### src/rtl/uart_rx_if.sv
// uart_rx_if: serial-in / byte-out bundle between the UART receiver and the
// downstream operand/opcode loader.
//   rx               serial line, idle high (into the receiver)
//   rx_done_tick     one-clk pulse, a good frame was received
//   rx_data          last good byte received
//   frame_error_tick one-clk pulse, stop bit sampled low
// master: the receiver side; slave: the consumer / line driver side.
interface uart_rx_if #(
  parameter int NBIT_DATA_LEN = 8
);
  logic                     rx;
  logic                     rx_done_tick;
  logic [NBIT_DATA_LEN-1:0] rx_data;
  logic                     frame_error_tick;

  modport master (
    input  rx,
    output rx_done_tick,
    output rx_data,
    output frame_error_tick
  );

  modport slave (
    output rx,
    input  rx_done_tick,
    input  rx_data,
    input  frame_error_tick
  );
endinterface

### src/rtl/uart_rx.sv
// uart_rx: 8N1-style UART receiver with 16x oversampling from an internal
// baud-tick divider. Each good frame updates rx_data and pulses rx_done_tick
// for one clk; a low stop bit pulses frame_error_tick and then the receiver
// waits for the line to return high before re-arming.
// Ports:
//   clk    system clock, rising edge
//   rst_n  asynchronous active-low reset
//   bus    uart_rx_if master modport (rx in; rx_done_tick, rx_data,
//          frame_error_tick out)
module uart_rx #(
  parameter int NBIT_DATA_LEN = 8,
  parameter int CLK_FREQ      = 50_000_000,
  parameter int BAUD_RATE     = 9600,
  parameter int SB_TICKS      = 16
) (
  input  logic      clk,
  input  logic      rst_n,
  uart_rx_if.master bus
);
  localparam int TICK_DIV = CLK_FREQ / (BAUD_RATE * 16);
  localparam int TW = (TICK_DIV > 1) ? $clog2(TICK_DIV) : 1;
  localparam int SW = ($clog2(SB_TICKS) > 4) ? $clog2(SB_TICKS) : 4;
  localparam int NW = (NBIT_DATA_LEN > 1) ? $clog2(NBIT_DATA_LEN) : 1;

  localparam logic [TW-1:0] TICK_LAST = TW'(TICK_DIV - 1);
  localparam logic [SW-1:0] MID_START = SW'(7);
  localparam logic [SW-1:0] BIT_LAST  = SW'(15);
  localparam logic [SW-1:0] STOP_LAST = SW'(SB_TICKS - 1);
  localparam logic [NW-1:0] N_LAST    = NW'(NBIT_DATA_LEN - 1);

  typedef enum logic [2:0] {
    IDLE,
    START,
    DATA,
    STOP,
    WAIT_HIGH
  } state_t;

  state_t                   state;
  logic                     rx_meta;
  logic                     rx_s;
  logic [TW-1:0]            tick_cnt;
  logic                     s_tick;
  logic [SW-1:0]            s_cnt;
  logic [NW-1:0]            n_cnt;
  logic [NBIT_DATA_LEN-1:0] shreg;

  // Two-flop synchronizer; resets to the idle (high) line level.
  always_ff @(posedge clk or negedge rst_n) begin
    if (!rst_n) begin
      rx_meta <= 1'b1;
      rx_s    <= 1'b1;
    end else begin
      rx_meta <= bus.rx;
      rx_s    <= rx_meta;
    end
  end

  // Free-running divider, never resynced to the start edge.
  always_ff @(posedge clk or negedge rst_n) begin
    if (!rst_n) begin
      tick_cnt <= '0;
    end else if (tick_cnt == TICK_LAST) begin
      tick_cnt <= '0;
    end else begin
      tick_cnt <= tick_cnt + 1'b1;
    end
  end

  assign s_tick = (tick_cnt == TICK_LAST);

  always_ff @(posedge clk or negedge rst_n) begin
    if (!rst_n) begin
      state                <= IDLE;
      s_cnt                <= '0;
      n_cnt                <= '0;
      shreg                <= '0;
      bus.rx_data          <= '0;
      bus.rx_done_tick     <= 1'b0;
      bus.frame_error_tick <= 1'b0;
    end else begin
      bus.rx_done_tick     <= 1'b0;
      bus.frame_error_tick <= 1'b0;
      unique case (state)
        IDLE: begin
          if (!rx_s) begin
            state <= START;
            s_cnt <= '0;
          end
        end
        START: begin
          if (s_tick) begin
            if (s_cnt == MID_START) begin
              if (!rx_s) begin
                state <= DATA;
                s_cnt <= '0;
                n_cnt <= '0;
              end else begin
                // Line back high at mid start bit: treat as a glitch.
                state <= IDLE;
              end
            end else begin
              s_cnt <= s_cnt + 1'b1;
            end
          end
        end
        DATA: begin
          if (s_tick) begin
            if (s_cnt == BIT_LAST) begin
              shreg <= {rx_s, shreg[NBIT_DATA_LEN-1:1]};
              s_cnt <= '0;
              if (n_cnt == N_LAST) begin
                state <= STOP;
              end else begin
                n_cnt <= n_cnt + 1'b1;
              end
            end else begin
              s_cnt <= s_cnt + 1'b1;
            end
          end
        end
        STOP: begin
          if (s_tick) begin
            if (s_cnt == STOP_LAST) begin
              if (rx_s) begin
                bus.rx_data      <= shreg;
                bus.rx_done_tick <= 1'b1;
                state            <= IDLE;
              end else begin
                bus.frame_error_tick <= 1'b1;
                state                <= WAIT_HIGH;
              end
            end else begin
              s_cnt <= s_cnt + 1'b1;
            end
          end
        end
        WAIT_HIGH: begin
          // A held-low line (break) must not be read as further start bits.
          if (rx_s) begin
            state <= IDLE;
          end
        end
        default: state <= IDLE;
      endcase
    end
  end
endmodule
### src/flat_wrapper.sv
// flat-port wrapper written by rule: the top's interface ports become plain ports
module uart_rx_flat 
#(
  parameter int NBIT_DATA_LEN = 8,
  parameter int CLK_FREQ      = 50_000_000,
  parameter int BAUD_RATE     = 9600,
  parameter int SB_TICKS      = 16
)
  (clk, rst_n, bus_rx, bus_rx_done_tick, bus_rx_data, bus_frame_error_tick);
  uart_rx_if #(.NBIT_DATA_LEN(NBIT_DATA_LEN)) bus_i ();
  input  logic clk;
  input  logic rst_n;
  input wire logic [$bits(bus_i.rx)-1:0] bus_rx;
  output wire logic [$bits(bus_i.rx_done_tick)-1:0] bus_rx_done_tick;
  output wire logic [$bits(bus_i.rx_data)-1:0] bus_rx_data;
  output wire logic [$bits(bus_i.frame_error_tick)-1:0] bus_frame_error_tick;
  assign bus_i.rx = bus_rx;
  assign bus_rx_done_tick = bus_i.rx_done_tick;
  assign bus_rx_data = bus_i.rx_data;
  assign bus_frame_error_tick = bus_i.frame_error_tick;
  uart_rx #(.NBIT_DATA_LEN(NBIT_DATA_LEN), .CLK_FREQ(CLK_FREQ), .BAUD_RATE(BAUD_RATE), .SB_TICKS(SB_TICKS)) u_core (.clk(clk), .rst_n(rst_n), .bus(bus_i));
endmodule
### config.mk
export PLATFORM = sky130hd
export DESIGN_NAME = uart_rx_flat
export DESIGN_NICKNAME = d
export VERILOG_FILES = /design/src/rtl/uart_rx_if.sv /design/src/rtl/uart_rx.sv /design/src/flat_wrapper.sv
export SDC_FILE = /design/constraint.sdc
export NUM_CORES = 1
export LEC_CHECK = 0
export CELL_PAD_IN_SITES_DETAIL_PLACEMENT = 1
export CELL_PAD_IN_SITES_GLOBAL_PLACEMENT = 1
export CORE_UTILIZATION = 49
export CTS_BUF_LIST = sky130_fd_sc_hd__clkbuf_8
export DETAILED_ROUTE_END_ITERATION = 10
export GPL_TIMING_DRIVEN = 0
export HOLD_SLACK_MARGIN = 0.15
export PLACE_DENSITY_LB_ADDON = 0.1
export RECOVER_POWER = 100
export SLEW_MARGIN = 20
export SYNTH_ARGS = -nofsm -noshare
export SYNTH_HDL_FRONTEND = slang
export SYNTH_SLANG_ARGS = --single-unit
### constraint.sdc
create_clock -name clk -period 2.3 [get_ports clk]
set_input_delay 0.575 -clock clk [delete_from_list [all_inputs] [get_ports clk]]
set_output_delay 0.575 -clock clk [all_outputs]
set_load 0.01 [all_outputs]
==> results.md, run 1 <==
* Resize count post-CTS at 0
* Largest net degree at the start of global routing at 23
* Post-synth top area cell: dfrtp_1
* Vias in the first global route at 1411
* Post-Syn Nets at 168
* Port-buffer cells at 12
* Power Density at 533 mW/mm^2
* Setup crit end kind: register
* Synth top area share at 49.1%
* Mapped Cells at 160
* Leading cell types in the layout, fill and taps excluded: dfrtp_1 (37), nor2_1 (14), nand3_1 (11), dlygate4sd3_1 (11)
* CTS tree: done
* Hold Vio Cnt, Final at 0
* Clk pwr share at 37.5%
* Synth top area cells: dfrtp_1 (49%), mux2_4 (6.4%), mux2_2 (5.4%), ha_1 (3.3%), nand3_1 (2.9%)
* RSZ-0062 raised after global routing: false
* Layout cells sized above 1 at 15.5%
* YS warnings at 0
* Startpoint types: register
* Fillers at 399
* Final wirelength at 3.92 mm
* Post-DR vias/cell at 5.70
* PnR worst setup slack at 0.143 ns
* Internal at 0.900 mW
* Hold-fix buffers at CTS at 0
* Post-DP HPWL at 2.87 mm
* Clk_lat worst skew at 0.29 ns
* Prevailing post-synth register cell: dfrtp_1
* Max cap viols at 0
* N_diodes at 0
* First-pass GRT wire length at 6.92 mm
* Highest Clock Rate at 0.464 GHz
* Cell Area, Synth at 0.00189 mm^2
* Register share of total power at 60.3%
* Net Switching at 0.243 mW
* Slew @ Worst Pin at 1.05 ns
* Num CTS Buffers at 5
* Worst-path fanout max at 8
* Flops & latches, synth at 39
* Worst path arrival time at 2.33 ns
* Die W at 64.1 um
* Logic pwr share at 2.2%
* Boundary pin count at 13
* RePlAce Congestion at 0.774
* Relative slew slack at 30.2%
* Worst Path Required at 2.47 ns
* Leakage at 1.02 nW
* Worst r2r src: u_core.tick_cnt[4]
* Final setup viols at 0
* Max clock buf depth at 2
* Final Skew at 0.00474 ns
* # Post-CTS Setup Buffers at 0
* Root buffer cell: clkbuf_8
* Drt first pass iters at 4
* # rows at 22
* Worst hold path class: reg2reg
* GRT overflow at 0
* CTS clk-pin slew, worst paths at 0.07 ns
* EDFF count, synth at 0
* Final Critical Period at 2.16 ns
* Final period util at 93.8%
* Number of remaining DRC errors at 0
* Startpoint of the worst hold path: u_core.rx_meta
* ANT nets after route at 0
* H-tree depth at 2
* Total negative slack at 0 ns
* Async S/R FF share, synth at 100%
* Tot Pwr at 1.14 mW
* Count of cell types in the netlist at 47
* Sequential area share after synthesis at 51.9%
* Via count at 1306
* Switching Fraction at 21.2%
* Mapped Avg Cell Area at 11.8 um^2
* Crit path launch: u_core.tick_cnt[4]
* Status: finished, final reports clean
* Clock sinks at 39
* Initial DRC Count at 67
* Die H at 64.1 um
* Layout net count at 188
* Core area at 0.00369 mm^2
* Antenna violations before repair at 0
* Setup Crit Path Kind: reg2reg
* Storage element area at 978 um^2
* Multi-input logic area at 818 um^2
* Worst VDD drop at 0.388 mV
* Area growth from synthesis to layout at 13.6%
* Setup WS pre-CTS at 0.236 ns
* Die ar. at 0.00410 mm^2
* Tot GR Track Use at 22.5%
* Leading cell type in the layout, fill and taps excluded: dfrtp_1
* Starting Density at 51.2%
* Slew Limit Fails at 0
* WL per Instance at 17.1 um
[kinds of logic (layout without fill, tap and decap cells)]
family,after synthesis,in the layout,synth area share (%)
XOR/XNOR,7,7,3.25
multiplexers,18,18,12.3
adder cells (fa/ha/maj),5,5,3.32
AO/OA/AOI/OAI,19,19,7.10
AND/OR/NAND/NOR,60,60,18.8
flip-flops,39,39,51.9
buffers and inverters,12,33,3.45
[Yosys cell counts (3+ instances only)]
library cell,instances
nand2_1,8
nand3_1,11
inv_1,5
nand4_1,4
mux2_2,9
ha_1,5
dfrtp_1,37
nor2_1,14
xnor2_1,6
clkbuf_1,3
a21oi_1,4
mux2_4,8
[through the flow]
stage / std cells / utilization, % / cell area (um^2) / hold slack [ns]
after floorplan: 160 / - / 1890 / 0.279
after global placement: 220 / 56.0 / 2070 / 0.350
after detailed placement: 221 / 56.6 / 2090 / 0.350
after CTS: 229 / 58.9 / 2170 / 0.223
after global routing: 229 / 58.1 / 2140 / 0.373
final: 229 / 58.1 / 2140 / 0.364
[power by group through the flow]
stage / Sequential [mW] / Clock (mW) / Combinational (mW)
CTS: 0.689 / 0.451 / 0.0273
global route: 0.689 / 0.473 / 0.0288
finish: 0.689 / 0.429 / 0.0252
detailed placement: 0.702 / 0 / 0.0272
global placement: 0.702 / 0 / 0.0211
floorplan: 0.702 / 0 / 0.00363
[path summary, 6_finish.rpt]
check / to / slack, ns / depth (start not counted)
worst max-delay path: u_core.bus.rx_data[4] / 0.14 / 5
worst min-delay path: u_core.rx_s / 0.36 / 0
worst max register to register: u_core.bus.rx_data[4] / 0.14 / 5
worst min register to register: u_core.rx_s / 0.36 / 0
max in group asynchronous: u_core.s_cnt[2] / 1.21 / 2
min in group asynchronous: u_core.bus.rx_data[2] / 0.44 / 1
[critical path, cell delays in order, from the launching register on]
cell	delay, ns
dfrtp_1	0.46
nor4b_4	0.51
and4_1	0.35
and3_1	0.25
buf_12	0.15
mux2_1	0.32
[area by class of cell]
class | instances | area share [%]
Inverter | 5 | 0.876
Timing Repair Buffer | 13 | 6.60
Buffer | 7 | 2.10
Sequential cell | 39 | 45.7
Clock inverter | 3 | 0.584
Tap cell | 48 | 2.80
Clock buffer | 5 | 3.21
Multi-Input combinational cell | 109 | 38.2
[sequential cells by signal (all words and copies together) (netlist names)]
| signal | count |
|---|---|
| u_core.rx_s | 1 |
| u_core.bus.rx_data | 8 |
| u_core.n_cnt | 3 |
| u_core.bus.frame_error_tick | 1 |
| u_core.shreg | 8 |
| u_core.rx_meta | 1 |
| u_core.state | 3 |
| u_core.s_cnt | 4 |
| u_core.bus.rx_done_tick | 1 |
| u_core.tick_cnt | 9 |
[routing by layer]
layer	GRT usage (%)	vias up	routed length, um
met4	9.38	0	77
met3	5.36	7	101
met5	0	-	0
met1	27.0	672	1780
met2	38.3	18	1960
li1	-	609	-
(Power assumes the default switching activity.)
==> inputs of run 2 (changes only) <==
--- a/config.mk
+++ b/config.mk
@@ -5,14 +5,15 @@
 export SDC_FILE = /design/constraint.sdc
 export NUM_CORES = 1
 export LEC_CHECK = 0
+export ABC_AREA = 1
 export CELL_PAD_IN_SITES_DETAIL_PLACEMENT = 1
 export CELL_PAD_IN_SITES_GLOBAL_PLACEMENT = 1
-export CORE_UTILIZATION = 49
+export CORE_UTILIZATION = 47
 export CTS_BUF_LIST = sky130_fd_sc_hd__clkbuf_8
 export DETAILED_ROUTE_END_ITERATION = 10
 export GPL_TIMING_DRIVEN = 0
 export HOLD_SLACK_MARGIN = 0.15
-export PLACE_DENSITY_LB_ADDON = 0.1
+export PLACE_DENSITY = 0.87
 export RECOVER_POWER = 100
 export SLEW_MARGIN = 20
 export SYNTH_ARGS = -nofsm -noshare
==> results.md, run 2 <==
* WL per Instance at 14.9 um (-13%)
* Reg2Reg Setup Slack at 0.34 ns (+0.19 ns)
* Die ar. at 0.00491 mm^2 (+20%)
* Worst hold stages at 0 (unchanged)
* Final setup viols at 0 (unchanged)
* Mapped Cells at 255 (+59%)
* Flops & latches, synth at 39 (unchanged)
* Slew @ Worst Pin at 0.768 ns (-0.279 ns)
* Storage element area at 978 um^2 (unchanged)
* Startpoint of the worst hold path: u_core.rx_meta
* CTS tree: done
* Die W at 70.1 um (+9.4%)
* Starting Density at 49.4% (-1.8 points)
* Clk_lat worst skew at 0.30 ns (about the same)
* Hold Vio Cnt, Final at 0 (unchanged)
* Placed Area at 0.00238 mm^2 (+14%)
* Leakage at 1.23 nW (+21%)
* Worst r2r src: u_core.s_cnt[0]
* Most frequent cell after synthesis: nand2_1
* Most instantiated cells after synthesis: nand2_1 (70), dfrtp_1 (37), inv_1 (30), nand3_1 (22), nor2_1 (18)
* First-pass GRT wire length at 8.69 mm (+26%)
* Area growth from synthesis to layout at 11.8%
* Post-DR vias/cell at 5.28 (-7.4%)
* Final wirelength at 4.89 mm (+25%)
* Async S/R FF share, synth at 100% (unchanged)
* Layout cells sized above 1 at 17.0% (+1.5 points)
* Synth top area share at 42.5% (-6.6 points)
* Worst path arrival time at 2.16 ns (-0.17 ns)
* Post-synth top area cell: dfrtp_1
* Die H at 70.1 um (+9.4%)
* H-tree depth at 2 (unchanged)
* Vias in the first global route at 1844 (+31%)
* RePlAce Congestion at 0.762 (-1.6%)
* Worst Hold End: u_core.rx_s
* Final period util at 85.4% (-8.4 points)
* Synth top area cells: dfrtp_1 (42%), nand2_1 (12%), o21ai_2 (6.0%), inv_1 (5.2%), nand3_1 (5.1%)
* Setup crit end kind: register
* Fillers at 557 (+40%)
* Cell Count, Final, Fillers Out at 329 (+44%)
* Initial DRC Count at 34 (-49%)
* Highest Clock Rate at 0.509 GHz (+9.8%)
* Max cap viols at 0 (unchanged)
* EDFF count, synth at 0 (unchanged)
* Boundary pin count at 13 (unchanged)
* Largest net degree at the start of global routing at 32 (+39%)
* Total negative slack at 0 ns (unchanged)
* Reg with most FFs: u_core.tick_cnt
* Final Critical Period at 1.96 ns (-0.192 ns)
* Design Area, Final at 0.00244 mm^2 (+14%)
* Antenna violations before repair at 0 (unchanged)
* Worst Path Required at 2.50 ns (+0.03 ns)
* Max clock buf depth at 2 (unchanged)
* Post-DP HPWL at 3.54 mm (+23%)
* Post-Syn Nets at 263 (+57%)
* Final Skew at 0.00981 ns (+0.00507 ns)
* Relative slew slack at 48.8% (+19 points)
* Slew Limit Fails at 0 (unchanged)
* RSZ-0062 raised after global routing: false
* Power Density at 531 mW/mm^2 (-0.49%)
* Dpl cells at 320 (+45%)
* Mapped Avg Cell Area at 8.55 um^2 (-28%)
* Via count at 1738 (+33%)
* Drt first pass iters at 4 (unchanged)
* Tot GR Track Use at 22.9% (+0.39 points)
* Number of remaining DRC errors at 0 (unchanged)
* Root buffer cell: clkbuf_8
* ANT nets after route at 0 (unchanged)
* Worst hold path class: reg2reg
* Fin util at 55.2% (-2.9 points)
* Count of cell types in the netlist at 28 (-40%)
* Layout net count at 284 (+51%)
* Leading cell types in the layout, fill and taps excluded: nand2_1 (74), dfrtp_1 (37), inv_1 (31)
* Startpoint types: register
* GRT overflow at 0 (unchanged)
* Port-buffer cells at 12 (unchanged)
* Core area at 0.00441 mm^2 (+20%)
* Setup Crit Path Kind: reg2reg
* CTS clk-pin slew, worst paths at 0.08 ns (about the same)
* Leading cell type in the layout, fill and taps excluded: nand2_1
* Cell Area, Synth at 0.00218 mm^2 (+16%)
* Number of flip-flops in the largest register at 9 (unchanged)
* N_diodes at 0 (unchanged)
* Prevailing post-synth register cell: dfrtp_1
* Regs by FF count: u_core.tick_cnt: 9 flops, u_core.bus.rx_data: 8 flops, u_core.shreg: 8 flops
* Reg2Reg Depth at 8 (+3)
* # Post-CTS Setup Buffers at 0 (unchanged)
* Status: finished, final reports clean
* Num CTS Buffers at 5 (unchanged)
* Worst VDD drop at 0.300 mV (-23%)
* Worst-path fanout max at 8 (unchanged)
* Sequential area share after synthesis at 44.9% (-7.0 points)
* # rows at 24 (+9.1%)
* Multi-input logic area at 951 um^2 (+16%)
* Clock sinks at 39 (unchanged)
* Reg2Reg Capture Point: u_core.n_cnt[0]
* YS warnings at 0 (unchanged)
## run 2: changes by cell type after synthesis, moves of 6 or more
cell / before / now
inv_1: 5 / 30
inv_2: 0 / 6
mux2_2: 9 / 0
mux2_4: 8 / 0
nand2_1: 8 / 70
nand2_2: 0 / 9
nand3_1: 11 / 22
o21ai_2: 0 / 15
xnor2_1: 6 / 0
## run 2: per-stage QoR
step | hold WS, ns | total power [mW] | worst slack (ns)
after floorplan | 0.279 | 0.709 | 0.813
after global placement | 0.346 | 0.728 | -0.288
after detailed placement | 0.350 | 0.732 | 0.514
after CTS | 0.362 | 1.32 | 0.462
after global routing | 0.365 | 1.33 | 0.180
final | 0.360 | 1.29 | 0.335
## run 2: logic make-up (layout without fill, tap and decap cells)
logic type                 count (synthesis)  count (layout)  synth area share (%)
and+or+nand+nor                          140             140                  32.6
AOI/OAI and AO/OA                         28              28                  9.99
buffers and inverters                     42              64                  9.24
xor gates and xnor gates                   1               1                 0.402
DFF                                       39              39                  44.9
adders and majority gates                  5               5                  2.87
## run 2: area by class of cell
type	count	area share [%]
flip-flops and latches	39	40.1
multi-input cells	174	39.0
inverters	37	6.01
repair buffers	14	5.29
clock buffers	5	2.82
well taps	52	2.67
plain buffers	5	2.26
clock inverters	3	1.80
## run 2: worst max-delay path: stages, from the launching register on
cell and delay [ns]:
dfrtp_1 0.46, ha_1 0.26, nand3_1 0.30, inv_1 0.23
nand3_1 0.15, nand2_2 0.20, nand3_2 0.12, nand2_1 0.09
nand2_1 0.05
## run 2: worst max-delay path by stage
stage                               endpoint                   from  depth (start not counted)  slack, ns
after floorplan              u_core.shreg[5]     u_core.tick_cnt[0]                         10       0.81
after global placement       u_core.n_cnt[2]                  rst_n                          1      -0.29
after detailed placement     u_core.n_cnt[0]        u_core.s_cnt[0]                          8       0.51
after CTS                     bus_rx_data[5]  u_core.bus.rx_data[5]                          1       0.46
after global routing      u_core.tick_cnt[0]                  rst_n                          3       0.18
final                        u_core.n_cnt[0]        u_core.s_cnt[0]                          8       0.34
## run 2: report_power, final
group / internal, mW / switching (mW) / total (mW)
logic: 0.00586 / 0.0195 / 0.0253
clock network: 0.323 / 0.256 / 0.579
registers: 0.688 / 0.000575 / 0.689
## run 2: layer usage
layer,share of wire (%),GRT usage (%)
met1,44,27.2
met3,1.8,4.04
met2,52,40.7
met5,0,0
met4,1.8,9.11
## run 2: repair_timing
action,4_1_cts,5_1_grt
hold buffers,1,0
resized for setup,0,0
setup endpoints to repair,0,0
endpoints found under the hold margin,8,0
